## src/rtl/bp_branch_queue_pkg.sv

```systemverilog
// Shared types for the in-flight branch queue and the branch-predictor train/recover interface.
`ifndef BP_BQ_DEPTH
`define BP_BQ_DEPTH 8
`endif
`ifndef BP_GH
`define BP_GH 4
`endif

package bp_branch_queue_pkg;

  localparam int BP_BQ_DEPTH = `BP_BQ_DEPTH;
  localparam int BP_GH       = `BP_GH;

  typedef logic [$clog2(BP_BQ_DEPTH)-1:0] BQ_TAG;

  typedef enum logic [1:0] {
    BQ_FREE,
    BQ_PENDING,
    BQ_RESOLVED
  } BQ_STATE;

  typedef struct packed {
    BQ_STATE          state;
    logic [31:0]      pc;
    logic             pred_taken;
    logic [31:0]      pred_target;
    logic [BP_GH-1:0] ghr;
    logic             act_taken;
    logic [31:0]      act_target;
  } BQ_ENTRY;

  typedef struct packed {
    logic             valid;
    logic [31:0]      pc;
    logic [BP_GH-1:0] ghr_snapshot;
    logic             actual_taken;
    logic [31:0]      actual_target;
  } BP_TRAIN_REQUEST;

  typedef struct packed {
    logic             pulse;
    logic [BP_GH-1:0] ghr_snapshot;
  } BP_RECOVER_REQUEST;

  // A taken branch with the right direction can still go to the wrong place.
  function automatic logic is_mispredict(input logic        pred_taken,
                                         input logic [31:0] pred_target,
                                         input logic        taken,
                                         input logic [31:0] target);
    return (taken != pred_taken) || (taken && (target != pred_target));
  endfunction

endpackage

```

## src/rtl/bp_branch_queue.sv

```systemverilog
// In-flight branch queue: records predictions in program order, takes out-of-order
// resolutions, trains the predictor in order and raises recover/redirect on mispredicts.
module bp_branch_queue
  import bp_branch_queue_pkg::*;
#(
  parameter  int DEPTH    = BP_BQ_DEPTH,
  localparam int TAG_BITS = $clog2(DEPTH),
  localparam int GH       = BP_GH
) (
  input  logic                clock,
  input  logic                reset_n,
  input  logic                alloc_valid_i,
  input  logic [31:0]         alloc_pc_i,
  input  logic                alloc_pred_taken_i,
  input  logic [31:0]         alloc_pred_target_i,
  input  logic [GH-1:0]       alloc_ghr_i,
  output logic                alloc_ready_o,
  output logic [TAG_BITS-1:0] alloc_tag_o,
  input  logic                resolve_valid_i,
  input  logic [TAG_BITS-1:0] resolve_tag_i,
  input  logic                resolve_taken_i,
  input  logic [31:0]         resolve_target_i,
  output BP_TRAIN_REQUEST     train_req_o,
  output BP_RECOVER_REQUEST   recover_req_o,
  output logic                redirect_valid_o,
  output logic [31:0]         redirect_pc_o,
  output logic [TAG_BITS:0]   count_o
);

  BQ_ENTRY             r_entries [DEPTH];
  logic [TAG_BITS-1:0] r_head;
  logic [TAG_BITS-1:0] r_tail;
  logic [TAG_BITS:0]   r_count;
  BP_TRAIN_REQUEST     r_train;
  BP_RECOVER_REQUEST   r_recover;
  logic                r_redirect_valid;
  logic [31:0]         r_redirect_pc;

  logic                w_pop;
  logic                w_resolve;
  logic                w_mispredict;
  logic                w_alloc;
  logic [TAG_BITS-1:0] w_tag_ofs;
  logic [DEPTH-1:0]    w_squash;
  logic [TAG_BITS:0]   w_count_nxt;

  assign alloc_ready_o = reset_n && (r_count != (TAG_BITS+1)'(DEPTH));
  assign alloc_tag_o   = r_tail;

  assign w_pop        = (r_entries[r_head].state == BQ_RESOLVED);
  assign w_resolve    = resolve_valid_i && (r_entries[resolve_tag_i].state == BQ_PENDING);
  assign w_mispredict = w_resolve && is_mispredict(r_entries[resolve_tag_i].pred_taken,
                                                   r_entries[resolve_tag_i].pred_target,
                                                   resolve_taken_i, resolve_target_i);
  // An alloc that coincides with a redirect is on the wrong path.
  assign w_alloc      = alloc_valid_i && alloc_ready_o && !w_mispredict;
  assign w_tag_ofs    = resolve_tag_i - r_head;

  // Age is the distance from head; anything farther than the mispredicted tag is younger.
  always_comb begin
    // NOTE: default first so every path assigns w_squash and no latch is inferred.
    w_squash = '0;
    for (int i = 0; i < DEPTH; i++) begin
      w_squash[i] = w_mispredict && ((TAG_BITS'(i) - r_head) > w_tag_ofs);
    end
  end

  always_comb begin
    if (w_mispredict)
      w_count_nxt = {1'b0, w_tag_ofs} + (TAG_BITS+1)'(1) - (TAG_BITS+1)'(w_pop);
    else
      w_count_nxt = r_count + (TAG_BITS+1)'(w_alloc) - (TAG_BITS+1)'(w_pop);
  end

  always_ff @(posedge clock) begin
    if (!reset_n) begin
      // NOTE: only the state field needs reset; payload is never read while FREE.
      for (int i = 0; i < DEPTH; i++) r_entries[i].state <= BQ_FREE;
      r_head           <= '0;
      r_tail           <= '0;
      r_count          <= '0;
      r_train          <= '0;
      r_recover        <= '0;
      r_redirect_valid <= 1'b0;
      r_redirect_pc    <= '0;
    end else begin
      // NOTE: non-blocking throughout; later writes to the same entry field win.
      r_train.valid <= w_pop;
      if (w_pop) begin
        r_train.pc            <= r_entries[r_head].pc;
        r_train.ghr_snapshot  <= r_entries[r_head].ghr;
        r_train.actual_taken  <= r_entries[r_head].act_taken;
        r_train.actual_target <= r_entries[r_head].act_taken ? r_entries[r_head].act_target : 32'd0;
        r_entries[r_head].state <= BQ_FREE;
        r_head <= r_head + 1'b1;
      end

      if (w_resolve) begin
        r_entries[resolve_tag_i].state      <= BQ_RESOLVED;
        r_entries[resolve_tag_i].act_taken  <= resolve_taken_i;
        r_entries[resolve_tag_i].act_target <= resolve_target_i;
      end

      r_recover.pulse  <= w_mispredict;
      r_redirect_valid <= w_mispredict;
      if (w_mispredict) begin
        r_recover.ghr_snapshot <= {r_entries[resolve_tag_i].ghr[GH-2:0], resolve_taken_i};
        r_redirect_pc <= resolve_taken_i ? resolve_target_i : r_entries[resolve_tag_i].pc + 32'd4;
        r_tail        <= resolve_tag_i + 1'b1;
      end else if (w_alloc) begin
        r_entries[r_tail] <= '{state: BQ_PENDING, pc: alloc_pc_i, pred_taken: alloc_pred_taken_i,
                               pred_target: alloc_pred_target_i, ghr: alloc_ghr_i,
                               act_taken: 1'b0, act_target: 32'd0};
        r_tail <= r_tail + 1'b1;
      end

      for (int i = 0; i < DEPTH; i++) begin
        if (w_squash[i]) r_entries[i].state <= BQ_FREE;
      end

      r_count <= w_count_nxt;
    end
  end

  assign train_req_o      = r_train;
  assign recover_req_o    = r_recover;
  assign redirect_valid_o = r_redirect_valid;
  assign redirect_pc_o    = r_redirect_pc;
  assign count_o          = r_count;

endmodule
```

## config.mk

```make
export PLATFORM = sky130hd
export DESIGN_NAME = bp_branch_queue
export DESIGN_NICKNAME = d
export VERILOG_FILES = /design/src/rtl/bp_branch_queue_pkg.sv /design/src/rtl/bp_branch_queue.sv
export SDC_FILE = /design/constraint.sdc
export NUM_CORES = 2
export LEC_CHECK = 0
export BUFFER_PORTS_ARGS = -buffer_cell sky130_fd_sc_hd__buf_4
export CORE_MARGIN = 10
export CORE_UTILIZATION = 40
export CTS_CLUSTER_SIZE = 25
export DETAILED_ROUTE_END_ITERATION = 8
export PLACE_DENSITY = 0.55
export SETUP_SLACK_MARGIN = 0.1
export SYNTH_ARGS = -nofsm -noshare
export SYNTH_HDL_FRONTEND = slang
export SYNTH_SLANG_ARGS = --single-unit
```

## constraint.sdc

```tcl
create_clock -name clock -period 3.6 [get_ports clock]
set_clock_uncertainty 0.05 [all_clocks]
set_input_delay 0.18 -clock clock [delete_from_list [all_inputs] [get_ports clock]]
set_output_delay 0.18 -clock clock [all_outputs]
set_load 0.01 [all_outputs]
```

==> flow_summary.json <==
{
  "report.final.slew_viol_count": 0,
  "drt_iter0_drc": 2478,
  "htree_levels": 3,
  "root_buffer": "clkbuf_16",
  "drive_gt1_share_pct": 37.25,
  "switchingPower_w": 0.006144,
  "clk_pin_slew_ns": 0.06,
  "clk-insertion-delay-late_ns": 0.70,
  "fmax_mhz": 248.3,
  "p_leak_nw": 19.78,
  "die_w_um": 342.2,
  "initial_core_util_pct": 40.19,
  "routed_wl_um": 144700,
  "slew_headroom_pct": 21.07,
  "synth.avg_cell_area_um2": 13.63,
  "synth-edff-count": 552,
  "vias": 29243,
  "setup_ws_ns": -0.4277,
  "grt_pass1_wl_um": 204100,
  "power_frac_comb_pct": 10.5,
  "cts.sinks": 952,
  "crit_required_ns": 4.15,
  "yosysUniqueCellTypes": 80,
  "min_period_ns": 4.028,
  "synth_warnings": 0,
  "dr.pass1.iters": 5,
  "cp_data_arrival_time_ns": 4.58,
  "path_cells": "mux4_2, mux2i_4, xnor2_2, nor4_4, buf_4, nand4_1, nor4_4, and2_4, nand2b_4, nand2_4, ha_4, inv_2, ha_4, inv_2, fa_2, or2_4, a21oi_2",
  "p_seq_share_pct": 46.7,
  "cap_viol_max_count": 0,
  "coreArea_um2": 103300,
  "synth_seq_cells": 952,
  "place_area_um2": 47120,
  "yosysSeqAreaShare_pct": 59.19,
  "power_frac_clock_pct": 42.8,
  "dp_hpwl_um": 91170,
  "vias_per_cell": 5.634,
  "swShare_pct": 23.66,
  "cts_buffer_depth": 3,
  "slowest_delay_ns": 0.52,
  "grt_pass1_vias": 29543,
  "worst_pin_slew_ns": 1.183,
  "finalCoreUtilization_pct": 54.07,
  "powerDensity_nw_per_um2": 464.6,
  "drc": 0,
  "overflow": 0,
  "hold_slack_ns": 0.03902,
  "synthFlopType": "edfxtp_1",
  "wire_per_inst_um": 27.87,
  "antenna_left": 0,
  "cp_max_fo": 2,
  "ios": 225,
  "final_area_um2": 55880,
  "hold_violations": 0,
  "min_period_over_period_pct": 111.9,
  "grt_usage_pct": 23.43,
  "cts_tree": "built",
  "status": "finished, violations left",
  "rsz0062_at_grt": "yes",
  "die_height_um": 342.2,
  "syn_area_um2": 41530,
  "cp_slowest_cell": "mux4_2",
  "synth_nets": 3190,
  "ir_drop_uv": 363.3,
  "grt_max_degree": 76,
  "synthArstFlopShare_pct": 0,
  "path_class": "register to register",
  "portBuffers": 224,
  "finalSetupViolCount": 815,
  "antenna_found_initial": 4,
  "critPathLaunchType": "register",
  "gp_congestion": 0.8858,
  "p_int_w": 0.01982,
  "endpoint_kind": "register",
  "violations": "setup timing",
  "die-area_um2": 117100,
  "cts-buffers-inserted": 103,
  "fillers": 8502,
  "rows": 118,
  "layout.nets": 3863,
  "syn_to_final_growth_pct": 34.54,
  "hold_class": "input port to register",
  "syn_inst": 3048
}
[kinds of logic after synthesis]
kind of cell	after synthesis	share of synthesized area [%]
adder cells (fa/ha/maj)	33	1.030
XOR/XNOR	53	1.118
AO/OA/AOI/OAI	432	6.694
buffers and inverters	282	3.311
multiplexers	556	20.33
flip-flops	952	59.19
AND/OR/NAND/NOR	740	8.321
[per-layer routing]
layer	share of wire (%)	track usage [%]
met2	48	37.89
met1	42	32.29
met5	0.0069	0
met4	2.7	6.641
met3	7.3	3.903
[critical path: cells and delay by family (launching register included)]
family,cells,cell delay (ns)
buffers and inverters,3,0.27
AOI/OAI and AO/OA,1,0.11
adders and majority gates,3,0.83
xor gates and xnor gates,1,0.11
muxes,2,0.70
DFF,1,0.38
and+or+nand+nor,7,1.48
[worst paths after layout]
kind	start	cells after the start	endpoint	slack (ns)
setup / recovery	r_entries[3][68]	17	count_o[1]	-0.43
setup reg to reg	r_entries[3][68]	17	count_o[1]	-0.43
hold reg to reg	r_entries[1][29]	2	r_entries[1][29]	0.40
hold / removal	reset_n	4	train_req_o[14]	0.04
[flip-flops by register name, summed over array words and instances, names as in the netlist, named ones only]
signal,count
recover_req_o,4
r_head,3
redirect_pc_o,32
count_o,4
alloc_tag_o,3
r_entries,832
train_req_o,70
redirect_valid_o,1
[per-stage QoR]
stage | std cells | TNS (ns) | setup WS, ns | total power, W
floorplan | 3048 | 0 | 0.01395 | 0.01347
global placement | 4724 | -518.03 | -0.9824 | 0.01448
detailed placement | 4724 | -513.77 | -0.9309 | 0.01455
CTS | 5130 | -82.74 | -0.4217 | 0.02588
global route | 5189 | -204.61 | -0.5397 | 0.02675
finish | 5190 | -122.61 | -0.4277 | 0.02596
[synth_stat cells (5+ instances only)]
cell type,n,share of area (%)
edfxtp_1,552,40
dfxtp_1,400,19
nand2_1,355,3.2
mux2i_1,274,6.6
mux4_2,223,12
a21oi_1,184,2.2
nor2_1,177,1.6
clkbuf_1,135,1.2
nor2_2,77,1.2
mux2_2,58,1.6
a211oi_1,52,0.94
a22oi_1,41,0.74
inv_1,39,0.35
buf_2,36,0.43
xnor2_1,36,0.76
ha_1,31,0.93
o21ai_0,29,0.35
buf_1,28,0.25
o22ai_1,25,0.38
nand3_1,22,0.27
nor3_1,21,0.25
buf_6,20,0.54
nand2b_1,17,0.26
xor2_1,17,0.36
buf_4,12,0.22
a2bb2oi_1,11,0.23
a21o_1,10,0.18
nor2b_1,10,0.15
a31o_2,8,0.17
o211ai_1,8,0.14
o21a_1,8,0.14
a211o_1,7,0.15
nand3b_1,7,0.13
nor4_4,7,0.36
a221oi_1,6,0.13
and2_1,6,0.090
nor4_1,6,0.090
and3_1,5,0.075
clkinv_1,5,0.045
nor3b_1,5,0.090
[power groups by stage]
stage | combinational (W) | clock, W | sequential, W
6_report | 0.00274 | 0.0111 | 0.0121
5_1_grt | 0.00289 | 0.0117 | 0.0121
4_1_cts | 0.00250 | 0.0113 | 0.0121
3_5_place_dp | 0.00221 | 0 | 0.0123
3_3_place_gp | 0.00217 | 0 | 0.0123
2_1_floorplan | 0.00120 | 0 | 0.0123
[cells in the final DEF, fill, tap and decap left out, types with 19 or more instances in the layout]
master           n
nand3_1         22
buf_6           50
a21oi_2         95
o22ai_1         25
dlygate4sd3_1  101
a22oi_1         41
inv_1           35
nor2_2          64
mux2_2          58
nand2_1        354
xnor2_1         35
edfxtp_1       552
nor3_1          21
mux4_2         223
a21oi_1         83
mux2i_1        272
a211oi_1        52
clkbuf_1        19
ha_1            28
dfxtp_1        397
clkbuf_16      133
buf_16          31
buf_4          444
nor2_1         137
o21ai_0         29
nor2_4          53
buf_12         131
buf_8           22
[area by class of cell]
class / count / area (µm²) / area share [%]
sequential: 952 / 24590 / 44.02
multi-input combinational: 1814 / 16470 / 29.48
timing repair buffer: 804 / 9339 / 16.71
clock buffer: 143 / 2994 / 5.358
tap: 1380 / 1727 / 3.090
clock inverter: 50 / 573.1 / 1.026
inverter: 46 / 175.2 / 0.3135
antenna: 1 / 2.502 / 0.004478
[timing repair]
| action | in CTS | in global routing |
|---|---|---|
| gates cloned | 38 | 27 |
| endpoints found under the setup margin | 871 | 862 |
| hold endpoints to repair | 811 | 0 |
| buffers inserted | 77 | 49 |
| gates resized for setup | 147 | 240 |
| pin swaps | 30 | 67 |
| hold buffers | 101 | 0 |
No activity file was read; power rests on OpenSTA's default activity.
